===== config.mk =====
export PLATFORM = sky130hd
export DESIGN_NAME = debounce_edge
export DESIGN_NICKNAME = d
export VERILOG_FILES = /design/src/rtl/debounce_edge.sv
export SDC_FILE = /design/constraint.sdc
export NUM_CORES = 1
export LEC_CHECK = 0
export CAP_MARGIN = 20
export CORE_MARGIN = 2
export CORE_UTILIZATION = 52
export DETAILED_ROUTE_END_ITERATION = 10
export GPL_TIMING_DRIVEN = 0
export PLACE_DENSITY = 0.8
export SYNTH_ARGS = -nofsm -noshare
export SYNTH_HDL_FRONTEND = slang
export SYNTH_SLANG_ARGS = --single-unit

===== constraint.sdc =====
create_clock -name clk -period 4.9 [get_ports clk]
set_clock_uncertainty 0.2 [all_clocks]
set_input_delay 1.47 -clock clk [delete_from_list [all_inputs] [get_ports clk]]
set_output_delay 1.47 -clock clk [all_outputs]
set_load 0.01 [all_outputs]

===== src/rtl/debounce_edge.sv =====
// Debounces a single-bit level. It emits registered rise/fall pulses and keeps a wrapping
// count of accepted transitions.
module debounce_edge #(
  parameter int unsigned STABLE_CYCLES = 4,
  parameter int unsigned CNT_W         = 4,
  parameter logic        INIT          = 1'b0,
  parameter int unsigned EVT_W         = 8
) (
  input  logic             clk,
  input  logic             rst,
  input  logic             D,
  output logic             Q,
  output logic             rise,
  output logic             fall,
  output logic             busy,
  output logic [EVT_W-1:0] evt_cnt
);

  typedef enum logic [1:0] {
    IDLE_LO = 2'd0,
    WAIT_HI = 2'd1,
    IDLE_HI = 2'd2,
    WAIT_LO = 2'd3
  } state_t;

  localparam state_t           RST_STATE = INIT ? IDLE_HI : IDLE_LO;
  localparam logic [CNT_W-1:0] LAST_CNT  = CNT_W'(STABLE_CYCLES - 1);
  localparam logic             SINGLE    = (STABLE_CYCLES == 1);

  state_t           state, state_n;
  logic [CNT_W-1:0] cnt, cnt_n;
  logic             q_n, rise_n, fall_n, busy_n;
  logic [EVT_W-1:0] evt_n;

  // State and registered outputs
  always_ff @(posedge clk or posedge rst) begin
    if (rst) begin
      state   <= RST_STATE;
      cnt     <= '0;
      Q       <= INIT;
      rise    <= 1'b0;
      fall    <= 1'b0;
      busy    <= 1'b0;
      evt_cnt <= '0;
    end else begin
      state   <= state_n;
      cnt     <= cnt_n;
      Q       <= q_n;
      rise    <= rise_n;
      fall    <= fall_n;
      busy    <= busy_n;
      evt_cnt <= evt_n;
    end
  end

  // Next-state and next-output logic
  always_comb begin
    state_n = state;
    cnt_n   = cnt;
    q_n     = Q;
    rise_n  = 1'b0;
    fall_n  = 1'b0;
    evt_n   = evt_cnt;

    unique case (state)
      IDLE_LO: begin
        cnt_n = '0;
        if (D) begin
          if (SINGLE) begin
            state_n = IDLE_HI;
            q_n     = 1'b1;
            rise_n  = 1'b1;
            evt_n   = evt_cnt + EVT_W'(1);
          end else begin
            state_n = WAIT_HI;
            cnt_n   = CNT_W'(1);
          end
        end
      end
      WAIT_HI: begin
        if (!D) begin
          state_n = IDLE_LO;
          cnt_n   = '0;
        end else if (cnt == LAST_CNT) begin
          state_n = IDLE_HI;
          cnt_n   = '0;
          q_n     = 1'b1;
          rise_n  = 1'b1;
          evt_n   = evt_cnt + EVT_W'(1);
        end else begin
          cnt_n = cnt + CNT_W'(1);
        end
      end
      IDLE_HI: begin
        cnt_n = '0;
        if (!D) begin
          if (SINGLE) begin
            state_n = IDLE_LO;
            q_n     = 1'b0;
            fall_n  = 1'b1;
            evt_n   = evt_cnt + EVT_W'(1);
          end else begin
            state_n = WAIT_LO;
            cnt_n   = CNT_W'(1);
          end
        end
      end
      WAIT_LO: begin
        if (D) begin
          state_n = IDLE_HI;
          cnt_n   = '0;
        end else if (cnt == LAST_CNT) begin
          state_n = IDLE_LO;
          cnt_n   = '0;
          q_n     = 1'b0;
          fall_n  = 1'b1;
          evt_n   = evt_cnt + EVT_W'(1);
        end else begin
          cnt_n = cnt + CNT_W'(1);
        end
      end
      default: begin
        state_n = RST_STATE;
        cnt_n   = '0;
      end
    endcase

    busy_n = (state_n == WAIT_HI) || (state_n == WAIT_LO);
  end

endmodule


==> results.yml, run 1 <==
yosys:
  synth-seq-cells: 18
  ys_top_cells_by_count: "dfrtp_1, nand2_1, nand3_1, xnor2_1, xor2_1"
  syn_inst: 66
  synth.top_cell.area_share_pct: 58.63
  syn_nets: 71
  synth_edf_count: 0
  avgSynthCellArea_sq_um: 11.64
  yosysTopAreaCell: "dfrtp_1"
  syn_area_sq_um: 768.2
  ys_types: 22
  yosys_warnings: 0
  seq_area_frac_synth_pct: 58.63
  yosys_most_used_dff: "dfrtp_1"
  async_reset_ff_share_pct: 100.0
  synth.most_common_cell: "dfrtp_1"
  yosys-top-cells-area: "dfrtp_1, xnor2_1, xor2_1"
floorplanning:
  fp.dieW_microns: 42.44
  io-pin-count: 15
  die_h_microns: 42.44
  dieArea_sq_um: 1801
  rows: 13
  core_area_sq_um: 1334
  start_util_pct: 57.60
global_routing:
  grt_use_met1_pct: 22.69
  grt_use_total_pct: 17.84
  busiest_layer: "met2"
  use_met3_pct: 6.034
  gr-total-overflow: 0
  grt_max_degree: 19
  grt_pass1_wl_microns: 2408
  grt_pass1_vias: 556
  antenna_found_initial: 0
  gr-usage-met2_pct: 28.62
setup_path:
  crit_fanout: 6
  critical_path_arrival_ps: 1320
  crit_type: "reg2out"
  slowest_stage: "clkdlybuf4s50_1"
  cp_num_buf_inv: 1
  crit_chain: "clkdlybuf4s50_1"
  cp.required_ps: 3230
  worst-path-stages: 1
  cp_top_family: "buffers and inverters"
  reg2reg_depth: 5
  cp-start-kind: "register"
  cpPeakStageDelay_ps: 570
  cp-end-kind: "output port"
cells_and_area:
  fin_nets: 90
  area_delta_synth_final_pct: 25.41
  antennaDiodeCount: 0
  drive_gt1_share_pct: 9.524
sta:
  setup_tns_ps: 0
  final-hold-violation-count: 0
  slew_headroom_pct: 57.08
  tightestPinTransition_ps: 643.1
  fin_crit_ps: 2992
  rsz0062_at_grt: "false"
  setup-violations-final: 0
  finalMaxSlewViolations: 0
  fmax_mhz: 334.2
  min_period_over_period_pct: 61.07
drt:
  dr.pass1.iters: 4
  dr.first_iter.drc_count: 7
  ant_nets: 0
  wl_microns: 1377
  drc: 0
  num_vias: 555
  vias_per_cell: 5.606
  wl_per_cell_microns: 13.91
clock_network:
  clockBufferDepth: 2
  cts_tree: "yes"
  cts_sinks: 18
  clockRootBuffer: "clkbuf_4"
  clk_pin_slew_ps: 110
  cts_buffers: 3
  cts_hold_repair.buffers: 0
  cts_resized: 0
  cts_setup_buffers: 0
  h-tree-depth: 1
  clock_latency_ps: 290
power_and_ir_drop:
  peakVddDrop_v: 0.0002487
  cellLeakagePower_nw: 0.4283
  power.total_mw: 0.4140
  p_per_area_nw_per_um2: 429.7
min_path:
  whs_path_depth: 1
  hp-class: "reg2reg"
run:
  maxCapViolCount: 0
placed_design:
  hpwl_microns: 1011
  io_buffers: 14
  gp_congestion: 0.6868
run_status:
  status: "completed"
-- final timing paths --
| path | startpoint | endpoint | slack, ps |
|---|---|---|---|
| min | evt_cnt[7] | evt_cnt[7] | 280 |
| max reg2reg | cnt[0] | evt_cnt[1] | 3060 |
| max in group asynchronous | rst | state[1] | 2740 |
| min reg2reg | evt_cnt[7] | evt_cnt[7] | 280 |
| min in group asynchronous | rst | cnt[3] | 1350 |
| max | evt_cnt[0] | evt_cnt[0] | 1910 |
-- registers in the layout, summed over array words and instances, names as in the netlist --
register  count
fall          1
state         2
Q             1
cnt           4
evt_cnt       8
busy          1
rise          1
-- power breakdown --
part,internal (mW),total [mW],switching (mW)
clock network,0.0452,0.0914,0.0462
registers,0.179,0.210,0.0307
logic,0.0554,0.113,0.0573
total,0.280,0.414,0.134
-- cell usage in the layout, fill, tap and decap left out, types with 3 or more instances in the layout --
cell type,count
dfrtp_1,18
clkdlybuf4s50_1,14
xor2_1,5
nand3_1,5
xnor2_1,5
nand2_1,5
nor3_1,3
nor2_1,3
clkbuf_4,3
-- logic make-up (layout without fill, tap and decap cells) --
logic type,after synthesis,after routing,synth area share [%]
AND/OR/NAND/NOR,28,28,21.01
multiplexers,1,1,1.466
adder cells (fa/ha/maj),2,2,3.257
XOR/XNOR,10,10,11.40
buffers and inverters,3,21,1.628
AO/OA/AOI/OAI,4,4,2.606
flip-flops,18,18,58.63
-- layer usage --
layer,share of wire [%],vias up,wire length [microns]
li1,-,266,-
met2,49,15,675
met1,46,274,640
met4,0,0,0
met5,0,-,0
met3,4.4,0,61
-- cell type report --
cell class                 count  area [sq um]
sequential                    18         450.4
buffer                         1         5.005
fill                          95         370.4
timing repair buffer          14         140.1
inverter                       2         7.507
multi-input combinational     45         305.3
clock buffer                   4         36.28
tap                           15         18.77
-- through the flow --
step	util [%]	setup slack, ps	instance area [sq um]	cells	hold slack [ps]
final	72.23	1908	963.4	99	282.2
after detailed placement	69.51	1656	927.1	95	271.6
after global routing	72.23	1833	963.4	99	300.1
after global placement	69.51	1654	927.1	95	259.8
after CTS	72.23	1896	963.4	99	289.0
after floorplan	-	2421	768.2	66	249.2
Power figures use the tool's default switching activity.
==> run 2: changes to the inputs <==
--- a/config.mk
+++ b/config.mk
@@ -7,10 +7,10 @@
 export LEC_CHECK = 0
 export CAP_MARGIN = 20
 export CORE_MARGIN = 2
-export CORE_UTILIZATION = 52
+export CORE_UTILIZATION = 44
 export DETAILED_ROUTE_END_ITERATION = 10
 export GPL_TIMING_DRIVEN = 0
-export PLACE_DENSITY = 0.8
+export PLACE_DENSITY = 0.72
 export SYNTH_ARGS = -nofsm -noshare
 export SYNTH_HDL_FRONTEND = slang
 export SYNTH_SLANG_ARGS = --single-unit
==> constraint.sdc (replaced) <==
create_clock -name clk -period 2.7 [get_ports clk]
set_clock_uncertainty 0.2 [all_clocks]
set_input_delay 0.81 -clock clk [delete_from_list [all_inputs] [get_ports clk]]
set_output_delay 0.81 -clock clk [all_outputs]
set_load 0.01 [all_outputs]
==> results.yml, run 2 (synthesis results as in run 1) <==
floorplanning:
  core_area_sq_um: 1689
  fp.dieW_microns: 45.79
  die_h_microns: 45.79
  rows: 15
  io-pin-count: 15
  start_util_pct: 45.48
  dieArea_sq_um: 2096
setup_path:
  worst-path-stages: 1
  cp-start-kind: "register"
  reg2reg_depth: 5
  critical_path_arrival_ps: 1330
  r2r_end: "evt_cnt[1]"
  cp.required_ps: 1690
  cp_num_buf_inv: 1
  rr_startpoint: "cnt[0]"
  cpPeakStageDelay_ps: 580
  cp_top_family: "buffers and inverters"
  crit_fanout: 6
  crit_type: "reg2out"
  r2r_slack_ps: 860
  cp-end-kind: "output port"
  crit_chain: "clkdlybuf4s50_1"
  slowest_stage: "clkdlybuf4s50_1"
placed_design:
  hpwl_microns: 880.5
  post-place-ws_ps: 99.04
  io_buffers: 14
  gp_congestion: 0.7351
min_path:
  whs_path_depth: 1
  hp-class: "reg2reg"
  worstHoldStart: "evt_cnt[7]"
  min_to: "evt_cnt[7]"
clock_network:
  clock_latency_ps: 280
  cts_resized: 0
  h-tree-depth: 1
  clk_pin_slew_ps: 100
  clockRootBuffer: "clkbuf_4"
  cts_setup_buffers: 0
  cts_hold_repair.buffers: 0
  clockBufferDepth: 2
  cts_buffers: 3
  cts_tree: "yes"
  cts_sinks: 18
power_and_ir_drop:
  cellLeakagePower_nw: 0.4283
  power.total_mw: 0.7437
  p_per_area_nw_per_um2: 769.9
  peakVddDrop_v: 0.0004251
cells_and_area:
  drive_gt1_share_pct: 9.524
  largest_reg_flops: 8
  mostFrequentLayoutCells: "dfrtp_1, clkdlybuf4s50_1"
  largest-register: "evt_cnt"
  antennaDiodeCount: 0
  layout_commonest_cell: "dfrtp_1"
  fin_nets: 90
  reg_top3: "evt_cnt (8), cnt (4), state (2)"
  area_delta_synth_final_pct: 25.73
global_routing:
  gr-usage-met2_pct: 21.13
  grt_use_met1_pct: 21.68
  grt_pass1_wl_microns: 2242
  gr-total-overflow: 0
  busiest_layer: "met1"
  grt_pass1_vias: 496
  antenna_found_initial: 0
  grt_max_degree: 19
  grt_use_total_pct: 15.55
  use_met3_pct: 5.159
sta:
  slew_headroom_pct: 55.40
  setup-violations-final: 0
  tightestPinTransition_ps: 668.2
  rsz0062_at_grt: "false"
  finalMaxSlewViolations: 0
  layout_setup_ws_ps: 363.7
  final-hold-violation-count: 0
  setup_tns_ps: 0
  min_period_over_period_pct: 86.53
  fmax_mhz: 428.0
  fin_crit_ps: 2336
drt:
  dr.first_iter.drc_count: 7
  drc: 0
  dr.pass1.iters: 3
  num_vias: 533
  wl_per_cell_microns: 12.58
  wl_microns: 1271
  vias_per_cell: 5.277
  ant_nets: 0
run_status:
  status: "completed"
run:
  maxCapViolCount: 0
## run 2: cell counts in the layout (fill, tap and decap cells not counted)
Identical to the previous run, type by type.
## run 2: worst max path at each step
stage / startpoint / to / slack (ps)
final: evt_cnt[0] / evt_cnt[0] / 360
after detailed placement: D / evt_cnt[1] / 100
after global placement: D / evt_cnt[1] / 110
after CTS: evt_cnt[0] / evt_cnt[0] / 350
after floorplan: D / evt_cnt[1] / 880
after global routing: evt_cnt[0] / evt_cnt[0] / 270
## run 2: power breakdown
part           internal [mW]  switching, mW
Clock                 0.0820         0.0784
Sequential             0.325         0.0541
Combinational          0.100          0.103
## run 2: per-layer routing
metal  vias up  wire length, microns
li1        267                     -
met2        12                   550
met5         -                     0
met1       252                   652
met3         2                    56
met4         0                    11
## run 2: worst register-to-register path, delay by kind of cell (launching register included)
kind                       cells  cell delay (ps)
adders and majority gates      1              200
buffers and inverters          1              240
DFF                            1              390
muxes                          1              300
and+or+nand+nor                2              400
## run 2: per-stage QoR
step	util, %	std cells	area (sq um)	hold WS (ps)
after global routing	57.19	101	965.9	318.5
after floorplan	-	66	768.2	249.2
after CTS	57.19	101	965.9	284.7
after global placement	55.04	97	929.6	260.7
after detailed placement	55.04	97	929.6	266.4
final	57.19	101	965.9	286.6
## run 2: cell type report
class | instances | area (sq um)
multi-input cells | 45 | 305.3
clock buffers | 4 | 36.28
plain buffers | 1 | 5.005
well taps | 17 | 21.27
inverters | 2 | 7.507
flip-flops and latches | 18 | 450.4
fillers | 154 | 723.2
repair buffers | 14 | 140.1
==> run 3: changes to the inputs <==
--- a/config.mk
+++ b/config.mk
@@ -5,7 +5,6 @@
 export SDC_FILE = /design/constraint.sdc
 export NUM_CORES = 1
 export LEC_CHECK = 0
-export CAP_MARGIN = 20
 export CORE_MARGIN = 2
 export CORE_UTILIZATION = 44
 export DETAILED_ROUTE_END_ITERATION = 10
==> results of run 3 <==
Same layout as run 2: the final DEF is identical, and so are final timing and power.
